$ cat src/rtl/lego_speed_ramp.sv
// Button debounce + held-button speed ramp for one Power Functions motor channel.
// Output (pwm/speed/changed) is registered 1 cycle after a press event or step tick; no backpressure.
module lego_speed_ramp #(
    parameter int DEBOUNCE_CYCLES = 250000,
    parameter int STEP_CYCLES     = 2500000
) (
    input  logic              clk,
    input  logic              rst,
    input  logic              btn_inc,
    input  logic              btn_dec,
    input  logic              btn_brake,
    output logic [3:0]        pwm,
    output logic signed [3:0] speed,
    output logic              changed
);

    localparam int DB_W = (DEBOUNCE_CYCLES > 1) ? $clog2(DEBOUNCE_CYCLES) : 1;
    localparam int ST_W = (STEP_CYCLES > 1) ? $clog2(STEP_CYCLES) : 1;
    localparam logic [DB_W-1:0] DB_LAST = DB_W'(DEBOUNCE_CYCLES - 1);
    localparam logic [ST_W-1:0] ST_LAST = ST_W'(STEP_CYCLES - 1);
    localparam int INC = 0;
    localparam int DEC = 1;
    localparam int BRK = 2;
    localparam logic signed [3:0] SPD_MAX = 4'sd7;
    localparam logic signed [3:0] SPD_MIN = -4'sd7;

    typedef enum logic [1:0] {
        ST_FLOAT,
        ST_RUN,
        ST_BRAKE
    } state_t;

    logic [2:0]      w_btn_raw;
    logic [2:0]      r_sync1;
    logic [2:0]      r_sync2;
    logic [2:0]      r_deb;
    logic [2:0]      r_deb_q;
    logic [DB_W-1:0] r_db_cnt [3];
    logic [ST_W-1:0] r_step_cnt;

    logic [2:0]      w_press;
    logic            w_any_press;
    logic            w_one_held;
    logic            w_tick;
    logic            w_inc_step;
    logic            w_dec_step;

    state_t            r_state;
    state_t            w_state_nxt;
    logic signed [3:0] r_speed;
    logic signed [3:0] w_speed_nxt;
    logic [3:0]        r_pwm;
    logic [3:0]        w_pwm_nxt;
    logic              r_changed;

    assign w_btn_raw = {btn_brake, btn_dec, btn_inc};

    // Debounced value only follows the synchroniser after DEBOUNCE_CYCLES consecutive disagreeing samples.
    always_ff @(posedge clk or posedge rst) begin
        if (rst) begin
            r_sync1 <= '0;
            r_sync2 <= '0;
            r_deb   <= '0;
            r_deb_q <= '0;
            for (int i = 0; i < 3; i++) begin
                r_db_cnt[i] <= '0;
            end
        end else begin
            r_sync1 <= w_btn_raw;
            r_sync2 <= r_sync1;
            r_deb_q <= r_deb;
            for (int i = 0; i < 3; i++) begin
                if (r_sync2[i] == r_deb[i]) begin
                    r_db_cnt[i] <= '0;
                end else if (r_db_cnt[i] == DB_LAST) begin
                    r_deb[i]    <= r_sync2[i];
                    r_db_cnt[i] <= '0;
                end else begin
                    r_db_cnt[i] <= r_db_cnt[i] + DB_W'(1);
                end
            end
        end
    end

    assign w_press     = r_deb & ~r_deb_q;
    assign w_any_press = |w_press;
    assign w_one_held  = r_deb[INC] ^ r_deb[DEC];
    assign w_tick      = w_one_held && !w_any_press && (r_step_cnt == ST_LAST);
    assign w_inc_step  = r_deb[INC] && !r_deb[DEC] && (w_press[INC] || w_tick);
    assign w_dec_step  = r_deb[DEC] && !r_deb[INC] && (w_press[DEC] || w_tick);

    always_ff @(posedge clk or posedge rst) begin
        if (rst) begin
            r_step_cnt <= '0;
        end else if (w_any_press || !w_one_held || (r_step_cnt == ST_LAST)) begin
            r_step_cnt <= '0;
        end else begin
            r_step_cnt <= r_step_cnt + ST_W'(1);
        end
    end

    always_ff @(posedge clk or posedge rst) begin
        if (rst) begin
            r_state   <= ST_FLOAT;
            r_speed   <= '0;
            r_pwm     <= 4'b0000;
            r_changed <= 1'b0;
        end else begin
            r_state   <= w_state_nxt;
            r_speed   <= w_speed_nxt;
            r_pwm     <= w_pwm_nxt;
            r_changed <= (w_pwm_nxt != r_pwm);
        end
    end

    // Steps are ignored while braked and the brake is still held down.
    always_comb begin
        w_state_nxt = r_state;
        w_speed_nxt = r_speed;
        w_pwm_nxt   = 4'b0000;
        if (w_press[BRK]) begin
            w_state_nxt = ST_BRAKE;
            w_speed_nxt = 4'sd0;
        end else if (!((r_state == ST_BRAKE) && r_deb[BRK])) begin
            if (w_inc_step) begin
                if (r_speed != SPD_MAX) begin
                    w_speed_nxt = r_speed + 4'sd1;
                end
                w_state_nxt = (w_speed_nxt == 4'sd0) ? ST_FLOAT : ST_RUN;
            end else if (w_dec_step) begin
                if (r_speed != SPD_MIN) begin
                    w_speed_nxt = r_speed - 4'sd1;
                end
                w_state_nxt = (w_speed_nxt == 4'sd0) ? ST_FLOAT : ST_RUN;
            end
        end
        case (w_state_nxt)
            ST_RUN:   w_pwm_nxt = $unsigned(w_speed_nxt);
            ST_BRAKE: w_pwm_nxt = 4'b1000;
            default:  w_pwm_nxt = 4'b0000;
        endcase
    end

    assign pwm     = r_pwm;
    assign speed   = r_speed;
    assign changed = r_changed;

endmodule

$ cat config.mk
export PLATFORM = sky130hd
export DESIGN_NAME = lego_speed_ramp
export DESIGN_NICKNAME = d
export VERILOG_FILES = /design/src/rtl/lego_speed_ramp.sv
export SDC_FILE = /design/constraint.sdc
export NUM_CORES = 1
export LEC_CHECK = 0
export BUFFER_PORTS_ARGS = -buffer_cell sky130_fd_sc_hd__buf_2
export CORE_MARGIN = 2
export CORE_UTILIZATION = 51
export CTS_CLUSTER_DIAMETER = 50
export DETAILED_ROUTE_END_ITERATION = 16
export PLACE_DENSITY_LB_ADDON = 0.15
export SLEW_MARGIN = 5
export SYNTH_ARGS = -nofsm -noshare
export SYNTH_HDL_FRONTEND = slang
export SYNTH_SLANG_ARGS = --single-unit
export TNS_END_PERCENT = 100
$ cat constraint.sdc
create_clock -name clk -period 11.35 [get_ports clk]
set_clock_uncertainty 0.1 [all_clocks]
set_input_delay 2.27 -clock clk [delete_from_list [all_inputs] [get_ports clk]]
set_output_delay 2.27 -clock clk [all_outputs]
set_load 0.005 [all_outputs]
==> flow_summary.toml, run 1 <==
[status]
outcome = "complete, no violations"

[run]
cap_violations = 0

[timing]
final_hold_viol_count = 0
min_period_over_period_pct = 39.7
drv_slew = 0
setup-violations-final = 0
period_minus_slack_ns = 4.50
tightest_slew_ns = 0.934
fmax_ghz = 0.222
slew_headroom_pct = 37.7
finalSetupTns_ns = 0
rsz0062_at_grt = "no"

[routing]
drc = 0
ant_nets = 0
firstDrtPassIters = 4
routed_wl_um = 9180
wl_per_cell_um = 13.4
drtIter0Drc = 122
vias = 3747
viasPerCell = 5.45

[placed_design]
place_hpwl_um = 6270
numPortBuffers = 13
gp_congestion = 0.861

[critical_path]
crit_type = "register to register"
arrival_ns = 4.66
start_kind = "register"
worstSetupEndpointType = "register"
ff2ff_path_depth = 17
r2r_slack_ns = 6.85
r2r-end = "changed"
path_max_fanout = 10
critPathRequiredTime_ns = 11.51
r2r_start = "r_deb[0]"

[floorplanning]
ios = 14
core_area_sq_um = 9680
die_area_sq_um = 10700
die_h_um = 103
start_util_pct = 52.0
placementRows = 36
fp.dieW_um = 103

[global_route]
antenna_found_initial = 0
grt_pass1_wl_um = 15700
grt_overflow = 0
first_global_vias = 3382
grt_start_max_net_pins = 76
grt_use_total_pct = 19.1

[worst_hold_path]
holdCritStartpoint = "r_sync1[2]"
hold_path_class = "register to register"
hold_depth = 0
hold_end = "r_sync2[2]"

[cts]
h-tree-depth = 3
clock-root-buffer = "clkbuf_8"
cts-hold-fix-buffers = 0
numClockSinks = 99
cts_buffer_depth = 2
clkSlewWorstSetupHoldPaths_ns = 0.10
cts_tree = "yes"
clk_latency_ns = 0.39
cts_resized = 0
cts_buffers = 9
cts_setup_buffers = 0

[pwr]
p_leak_nw = 2.30
ir_worst_vdd_mv = 0.0902
power_mw = 0.614
p_per_area_nw_per_um2 = 113

[finish]
syn2layout_area_growth_pct = 7.59
antenna_cells = 0
drive_above_1_share_pct = 7.04
nets = 565

[yosys]
syn_inst = 540
yosysTopAreaCell = "dfrtp_1"
yosysSeqAreaShare_pct = 49.2
synth.top_cell.area_share_pct = 49.2
synth.distinct_cells = 49
syn_nets = 556
synth_seq_cells = 99
synth_top_cells_by_area = "dfrtp_1 (49%), nor2_1 (7.3%), xor2_1 (7.1%)"
avgSynthCellArea_sq_um = 9.32
synth_area_sq_um = 5030
synth-warning-count = 0
[final cells by class]
type,count,area (sq um)
sequential,99,2480
timing repair buffer,14,72.6
clock buffer,11,141
tap,133,166
clock inverter,5,66.3
multi-input combinational,408,2420
inverter,17,66.3
fill,883,4270
[registers in the layout, indices dropped and copies added, names as in the netlist]
name	cells
r_sync1	3
changed	1
r_deb_q	3
r_sync2	3
r_deb	3
r_step_cnt	22
r_db_cnt	54
speed	4
pwm	4
r_state	2
[cell usage after synthesis, drive strengths merged]
cell type   n
dfrtp      99
nor2       98
nand2      48
xor2       41
nand3      32
o21ai      22
xnor2      22
a21oi      18
inv        17
and3       16
clkbuf     14
or3        14
nor3       13
nand4      12
ha         11
nand2b      7
nor4b       6
nand3b      5
nor4        5
o211ai      5
nor2b       4
a211oi      3
and2        3
or2         3
a2111oi     2
a211o       2
buf         2
or4         2
a21boi      1
a221oi      1
a31oi       1
a32oi       1
a41oi       1
and4        1
mux2        1
mux2i       1
nor3b       1
nor4bb      1
o211a       1
o21a        1
o31ai       1
o32ai       1
[per-stage QoR]
step	instance area, sq um	setup slack, ns	util [%]	cells	hold WS, ns
after global placement	5200	7.06	53.7	671	0.236
after floorplan	5030	6.39	-	540	0.231
after CTS	5410	6.85	55.9	687	0.278
final	5410	6.85	55.9	687	0.275
after global routing	5410	6.56	55.9	687	0.298
after detailed placement	5200	6.89	53.7	671	0.248
[per-layer routing]
metal / GRT usage (%) / wire, um / up-vias
li1: - / - / 1867
met1: 26.0 / 4550 / 1798
met2: 29.1 / 4080 / 67
met3: 5.38 / 385 / 15
met4: 7.49 / 170 / 0
met5: 0 / 0 / -
[logic make-up (layout without fill, tap and decap cells)]
family                   Yosys count  count (layout)  synth area share [%]
AND/OR/NAND/NOR                  271             271                  26.3
flip-flops                        99              99                  49.2
XOR/XNOR                          63              63                  11.0
AO/OA/AOI/OAI                     61              61                  7.73
buffers and inverters             33              47                  2.61
adder cells (fa/ha/maj)           11              11                  2.74
multiplexers                       2               2                 0.423
[worst max-delay path by stage]
stage               endpoint     start  slack [ns]  cells after the start
CTS                  changed  r_deb[0]        6.85                     17
floorplan            changed       rst        6.39                      1
global route         changed  r_deb[0]        6.56                     15
global placement     changed  r_deb[0]        7.06                     15
detailed placement   changed  r_deb[0]        6.89                     17
finish               changed  r_deb[0]        6.85                     17
[critical path: stages (launching register included)]
cell and delay, ns:
dfrtp_1 0.44, inv_1 0.09, ha_1 0.30, or4_4 0.55
nor3_1 0.49, o21ai_2 0.23, or4_1 0.52, and3_1 0.24
inv_1 0.06, ha_1 0.20, nor2b_1 0.08, nor3_1 0.17
o32ai_1 0.13, a21oi_1 0.13, nand2_1 0.07, a211o_1 0.24
nor4b_2 0.24, nand3_1 0.09
[report_power, final]
group          internal [mW]  total [mW]  leakage [nW]  switching (mW)
clock                  0.111       0.240         0.102           0.129
combinational        0.00371      0.0157         0.835          0.0119
sequential             0.356       0.358          1.36         0.00229
total                  0.471       0.614          2.30           0.143
[placed cells by master (no fill, tap or decap), types with 2 or more instances in the layout]
master    count
and3_1       16
a211o_1       2
ha_1         11
inv_1        16
nand2_1      48
xnor2_1      22
nor2_1       98
a21oi_1      18
inv_6         2
and2_1        3
buf_2        13
nand3_1      32
nand2b_1      7
nor4b_1       5
o21ai_0      20
dfrtp_1      99
nor4_1        5
nand3b_1      5
xor2_1       41
or2_2         3
or3_1        14
o211ai_1      5
nor2b_1       3
nand4_1      12
clkbuf_8     10
nor3_1       13
a211oi_1      3
No activity file was read; power rests on OpenSTA's default activity.
==> inputs of run 2 (changes only) <==
--- a/config.mk
+++ b/config.mk
@@ -5,6 +5,7 @@
 export SDC_FILE = /design/constraint.sdc
 export NUM_CORES = 1
 export LEC_CHECK = 0
+export ABC_AREA = 1
 export BUFFER_PORTS_ARGS = -buffer_cell sky130_fd_sc_hd__buf_2
 export CORE_MARGIN = 2
 export CORE_UTILIZATION = 51
==> constraint.sdc (replaced) <==
create_clock -name clk -period 4.7 [get_ports clk]
set_clock_uncertainty 0.1 [all_clocks]
set_input_delay 0.94 -clock clk [delete_from_list [all_inputs] [get_ports clk]]
set_output_delay 0.94 -clock clk [all_outputs]
set_load 0.005 [all_outputs]
==> run 2 against run 1 <==
Core utilization rose by 1.6 points; design area rose by 3.9%; critical path depth did not move; critical endpoint unchanged; combinational power rose to 2.7 times the previous value; count of clock-buffer cells in the layout fell by 1.
==> flow_summary.toml, run 2 <==
[routing]
drtIter0Drc = 257
firstDrtPassIters = 4
vias = 4093
routed_wl_um = 9720
drc = 0
viasPerCell = 5.19
ant_nets = 0
wl_per_cell_um = 12.3

[yosys]
syn_nets = 642
synth_top_cells_by_area = "dfrtp_1 (48%), nand2_1 (7.2%), inv_1 (7.1%)"
synth_common_cells = "dfrtp_1 (99), nand2_1 (99), inv_1 (98)"
yosysTopAreaCell = "dfrtp_1"
avgSynthCellArea_sq_um = 8.22
synth.distinct_cells = 37
yosysSeqAreaShare_pct = 48.2
synth.top_cell.area_share_pct = 48.2
synth_area_sq_um = 5140
syn_inst = 626
async_reset_ff_share_pct = 100
synth_edf_count = 0
synth-warning-count = 0
synth_seq_cells = 99
yosys_most_used_dff = "dfrtp_1"

[cts]
clock-root-buffer = "clkbuf_8"
numClockSinks = 99
cts_buffers = 9
cts_tree = "yes"
cts_resized = 0
cts-hold-fix-buffers = 0
h-tree-depth = 3
clk_latency_ns = 0.38
cts_setup_buffers = 0
clkSlewWorstSetupHoldPaths_ns = 0.10
cts_buffer_depth = 2

[finish]
largest_reg_flops = 54
drive_above_1_share_pct = 9.92
nets = 666
reg_top3 = "r_db_cnt (54), r_step_cnt (22)"
final_cell_mix = "nand2_1 (99), dfrtp_1 (99), inv_1 (97), nor2_1 (79), nand3_1 (42)"
antenna_cells = 0
instances_no_fill = 788
syn2layout_area_growth_pct = 9.31
largest_register = "r_db_cnt"

[timing]
drv_slew = 0
period_minus_slack_ns = 2.98
slew_headroom_pct = 42.4
setup-violations-final = 0
tightest_slew_ns = 0.865
rsz0062_at_grt = "no"
final_hold_viol_count = 0
fmax_ghz = 0.336
min_period_over_period_pct = 63.3
finalSetupTns_ns = 0

[critical_path]
crit_slowest_cell = "dfrtp_1"
crit_type = "register to register"
path_cells = "inv_1 -> ha_1 -> nor2_1 -> nand3_2 -> nand2_2 -> o2111ai_1 -> nor3_1 -> nand2_1 -> nand3_1 -> inv_1 -> ha_1 -> nor2_1 -> nand4_1 -> nand2_1 -> nand2_1 -> nor2_1 -> nand2_1"
path_common_cell = "nand2_1"
slowest_delay_ns = 0.43
path_max_fanout = 5
arrival_ns = 3.16
r2r-end = "changed"
crit_buf_inv = 2
ff2ff_path_depth = 17
r2r_slack_ns = 1.72
start_kind = "register"
worstSetupEndpointType = "register"
r2r_start = "r_deb[0]"
critPathRequiredTime_ns = 4.89
cpLargestDelayFamily = "simple AND/OR/NAND/NOR gates"

[worst_hold_path]
hold_depth = 0
hold_path_class = "register to register"
hold_end = "r_sync2[0]"
holdCritStartpoint = "r_sync1[0]"

[floorplanning]
start_util_pct = 52.6
ios = 14
placementRows = 36
die_h_um = 104
die_area_sq_um = 10900
core_area_sq_um = 9770
fp.dieW_um = 104

[placed_design]
post-place-cells = 772
gp_congestion = 0.876
numPortBuffers = 13
place_hpwl_um = 6960

[global_route]
grt_overflow = 0
antenna_found_initial = 0
grt_start_max_net_pins = 73
grt_use_total_pct = 19.8
first_global_vias = 4066
grt_pass1_wl_um = 17600

[run]
cap_violations = 0

[pwr]
p_leak_nw = 2.57
p_per_area_nw_per_um2 = 276
ir_worst_vdd_mv = 0.206

[status]
outcome = "complete, no violations"
[run 2: cell types whose count changed after synthesis, moves of 17 or more]
cell / change
inv_1: +81
nor2_1: -19
nor3b_1: +17
nand2_1: +51
xor2_1: -31
nor3_1: +17
[run 2: metrics by stage]
stage          worst slack, ns  total power, mW  util [%]  instance area [sq um]  hold WS (ns)
5_1_grt                   1.37             1.61      57.5                   5620         0.276
2_1_floorplan             1.07            0.913         -                   5140         0.231
4_1_cts                   1.68             1.57      57.5                   5620         0.266
6_report                  1.72             1.55      57.5                   5620         0.264
3_3_place_gp              1.87            0.926      55.1                   5390         0.236
3_5_place_dp              1.69            0.927      55.1                   5390         0.243
[run 2: cell families after synthesis]
| kind of cell | Yosys count | synth area share, % |
|---|---|---|
| AO/OA/AOI/OAI | 60 | 6.42 |
| XOR/XNOR | 18 | 3.06 |
| adder cells (fa/ha/maj) | 11 | 2.68 |
| buffers and inverters | 100 | 7.30 |
| flip-flops | 99 | 48.2 |
| multiplexers | 1 | 0.219 |
| AND/OR/NAND/NOR | 337 | 32.2 |
[run 2: routing by layer]
metal / GRT usage [%] / wire length [um] / vias up
li1: - / - / 2102
met1: 25.4 / 4760 / 1912
met2: 32.5 / 4460 / 64
met3: 4.76 / 355 / 15
met4: 7.72 / 145 / 0
met5: 0 / 0 / -
[run 2: how the worst max path moves through the flow]
stage,end,slack [ns],from,cells after the start
after floorplan,changed,1.07,rst,1
after global placement,changed,1.87,r_deb[0],17
after detailed placement,changed,1.69,r_deb[0],17
after CTS,changed,1.68,r_deb[0],17
after global routing,changed,1.37,r_deb[0],17
final,changed,1.72,r_deb[0],17
[run 2: where the power goes]
group | switching (mW) | internal, mW
Clock | 0.320 | 0.326
Combinational | 0.0317 | 0.0110
Sequential | 0.00572 | 0.860
Total | 0.358 | 1.20
[run 2: area by class of cell]
| type | instances | area, sq um |
|---|---|---|
| Clock buffer | 10 | 138 |
| Clock inverter | 6 | 100 |
| Fill cell | 905 | 4150 |
| Inverter | 98 | 370 |
| Multi-Input combinational cell | 427 | 2290 |
| Sequential cell | 99 | 2480 |
| Tap cell | 133 | 166 |
| Timing Repair Buffer | 15 | 80.1 |
==> inputs of run 3 (changes only) <==
==> constraint.sdc (replaced) <==
create_clock -name clk -period 2.9 [get_ports clk]
set_clock_uncertainty 0.1 [all_clocks]
set_input_delay 0.58 -clock clk [delete_from_list [all_inputs] [get_ports clk]]
set_output_delay 0.58 -clock clk [all_outputs]
set_load 0.005 [all_outputs]
==> run 3 against run 2 <==
Design area rose by 0.80%; global-route usage decreased by 0.85 points; power increased by 50%; critical path depth rose by 3; cell count grew 0.51%; register-to-register slack lost 1.5 ns; sequential power up 62%; core utilization up 0.46 points; via count up 0.61%; count of clock-buffer cells in the layout increased by 2; critical endpoint unchanged; highest routed layer unchanged.
==> flow_summary.toml, run 3 (synthesized netlist as in run 2, its figures left out) <==
[status]
outcome = "complete, no violations"

[placed_design]
pre_cts_ws_ns = 0.0804
place_hpwl_um = 7100
numPortBuffers = 13
place_area_sq_um = 5430
gp_congestion = 0.846

[critical_path]
start_kind = "register"
path_max_fanout = 4
crit_slowest_cell = "dfrtp_1"
path_cells = "ha_4 -> nand3_4 -> inv_1 -> nand2_1 -> nor2_2 -> nand3_2 -> nand2_4 -> o2111ai_1 -> nor3_1 -> nand2_1 -> nand3_2 -> inv_1 -> ha_4 -> nor2_4 -> nand3_1 -> nand2_1 -> nand2_1 -> nand2_1 -> nor2_1 -> nand2_1"
critPathRequiredTime_ns = 3.07
worstSetupEndpointType = "register"
crit_buf_inv = 2
crit_type = "register to register"
arrival_ns = 2.87
slowest_delay_ns = 0.42
path_common_cell = "nand2_1"
cpLargestDelayFamily = "simple AND/OR/NAND/NOR gates"

[routing]
ant_nets = 0
viasPerCell = 5.20
firstDrtPassIters = 4
vias = 4118
routed_wl_um = 9760
drtIter0Drc = 232
wl_per_cell_um = 12.3
drc = 0

[timing]
slew_headroom_pct = 57.0
fin_ws_ns = 0.198
fmax_ghz = 0.370
final_hold_viol_count = 0
tightest_slew_ns = 0.644
drv_slew = 0
min_period_over_period_pct = 93.2
period_minus_slack_ns = 2.70
setup-violations-final = 0

[cts]
cts_buffer_depth = 2
cts_buffers = 9
clock-root-buffer = "clkbuf_8"
numClockSinks = 99
cts_tree = "yes"
cts_setup_buffers = 0
clk_latency_ns = 0.37
clkSlewWorstSetupHoldPaths_ns = 0.09
h-tree-depth = 3

[pwr]
power.net_switching_mw = 0.519
ir_worst_vdd_mv = 0.349
p_leak_nw = 2.56
combPwrFrac_pct = 3.1
p_per_area_nw_per_um2 = 412
power.share.clock_pct = 36.8
swShare_pct = 22.2
p_int_mw = 1.82
p_seq_share_pct = 60.1

[finish]
antenna_cells = 0
fin_util_pct = 58.0
largest_register = "r_db_cnt"
largest_reg_flops = 54
fin_area_sq_um = 5670
drive_above_1_share_pct = 10.8
fillCellCount = 883
final_cell_mix = "nand2_1 (99), dfrtp_1 (99), inv_1 (97), nor2_1 (77), nand3_1 (41)"
nets = 670
reg_top3 = "r_db_cnt (54), r_step_cnt (22)"
syn2layout_area_growth_pct = 10.2

[floorplanning]
placementRows = 36
ios = 14
die_h_um = 104
die_area_sq_um = 10900
fp.dieW_um = 104
core_area_sq_um = 9770
start_util_pct = 52.6

[run]
cap_violations = 0

[global_route]
grt_pass1_wl_um = 17100
grt_use_total_pct = 19.0
first_global_vias = 3866
antenna_found_initial = 0
grt_overflow = 0
grt_start_max_net_pins = 46

[worst_hold_path]
hold_path_class = "input pin to async pin"
==> run 3: power by group through the flow <==
| stage | registers (mW) | logic, mW | clock network, mW |
|---|---|---|---|
| 3_5_place_dp | 1.43 | 0.0755 | 0 |
| 4_1_cts | 1.40 | 0.0757 | 0.893 |
| 5_1_grt | 1.41 | 0.0850 | 0.949 |
| 2_1_floorplan | 1.43 | 0.0512 | 0 |
| 6_report | 1.40 | 0.0726 | 0.859 |
| 3_3_place_gp | 1.43 | 0.0742 | 0 |
==> run 3: final timing paths <==
kind | endpoint | slack [ns] | depth (start not counted) | startpoint
worst max-delay path | changed | 0.20 | 20 | r_step_cnt[0]
worst min-delay path | r_sync1[0] | 0.18 | 2 | rst
worst max register to register | changed | 0.20 | 20 | r_step_cnt[0]
worst min register to register | r_sync2[1] | 0.27 | 0 | r_sync1[1]
max in group asynchronous | speed[3] | 1.75 | 3 | rst
min in group clk | r_sync1[0] | 0.21 | 1 | btn_inc
==> run 3: cell type report <==
cell class | instances | area, sq um | share of cell area (%)
clock buffers | 12 | 135 | 2.38
clock inverters | 4 | 51.3 | 0.905
inverters | 98 | 372 | 6.55
multi-input cells | 427 | 2340 | 41.4
flip-flops and latches | 99 | 2480 | 43.7
well taps | 133 | 166 | 2.94
repair buffers | 19 | 123 | 2.16
==> run 3: timing repair <==
action / 4_1_cts / 5_1_grt
endpoints found under the hold margin: 0 / 0
hold buffers: 0 / 0
setup endpoints to repair: 0 / 1
gates resized for setup: 0 / 10
==> run 3: metal layers <==
layer | wire length [um] | up-vias | global-route usage [%]
met5 | 0 | - | 0
met4 | 93 | 0 | 4.92
met3 | 357 | 7 | 5.33
met2 | 4480 | 72 | 30.4
met1 | 4830 | 1934 | 25.5
li1 | - | 2105 | -
==> run 3: stage by stage <==
stage / TNS (ns) / power (mW) / hold slack [ns] / cells
3_3_place_gp: 0 / 1.50 / 0.263 / 776
4_1_cts: 0 / 2.37 / 0.185 / 792
3_5_place_dp: 0 / 1.51 / 0.257 / 776
5_1_grt: -0.0110 / 2.44 / 0.182 / 792
2_1_floorplan: 0 / 1.48 / 0.231 / 626
6_report: 0 / 2.33 / 0.184 / 792
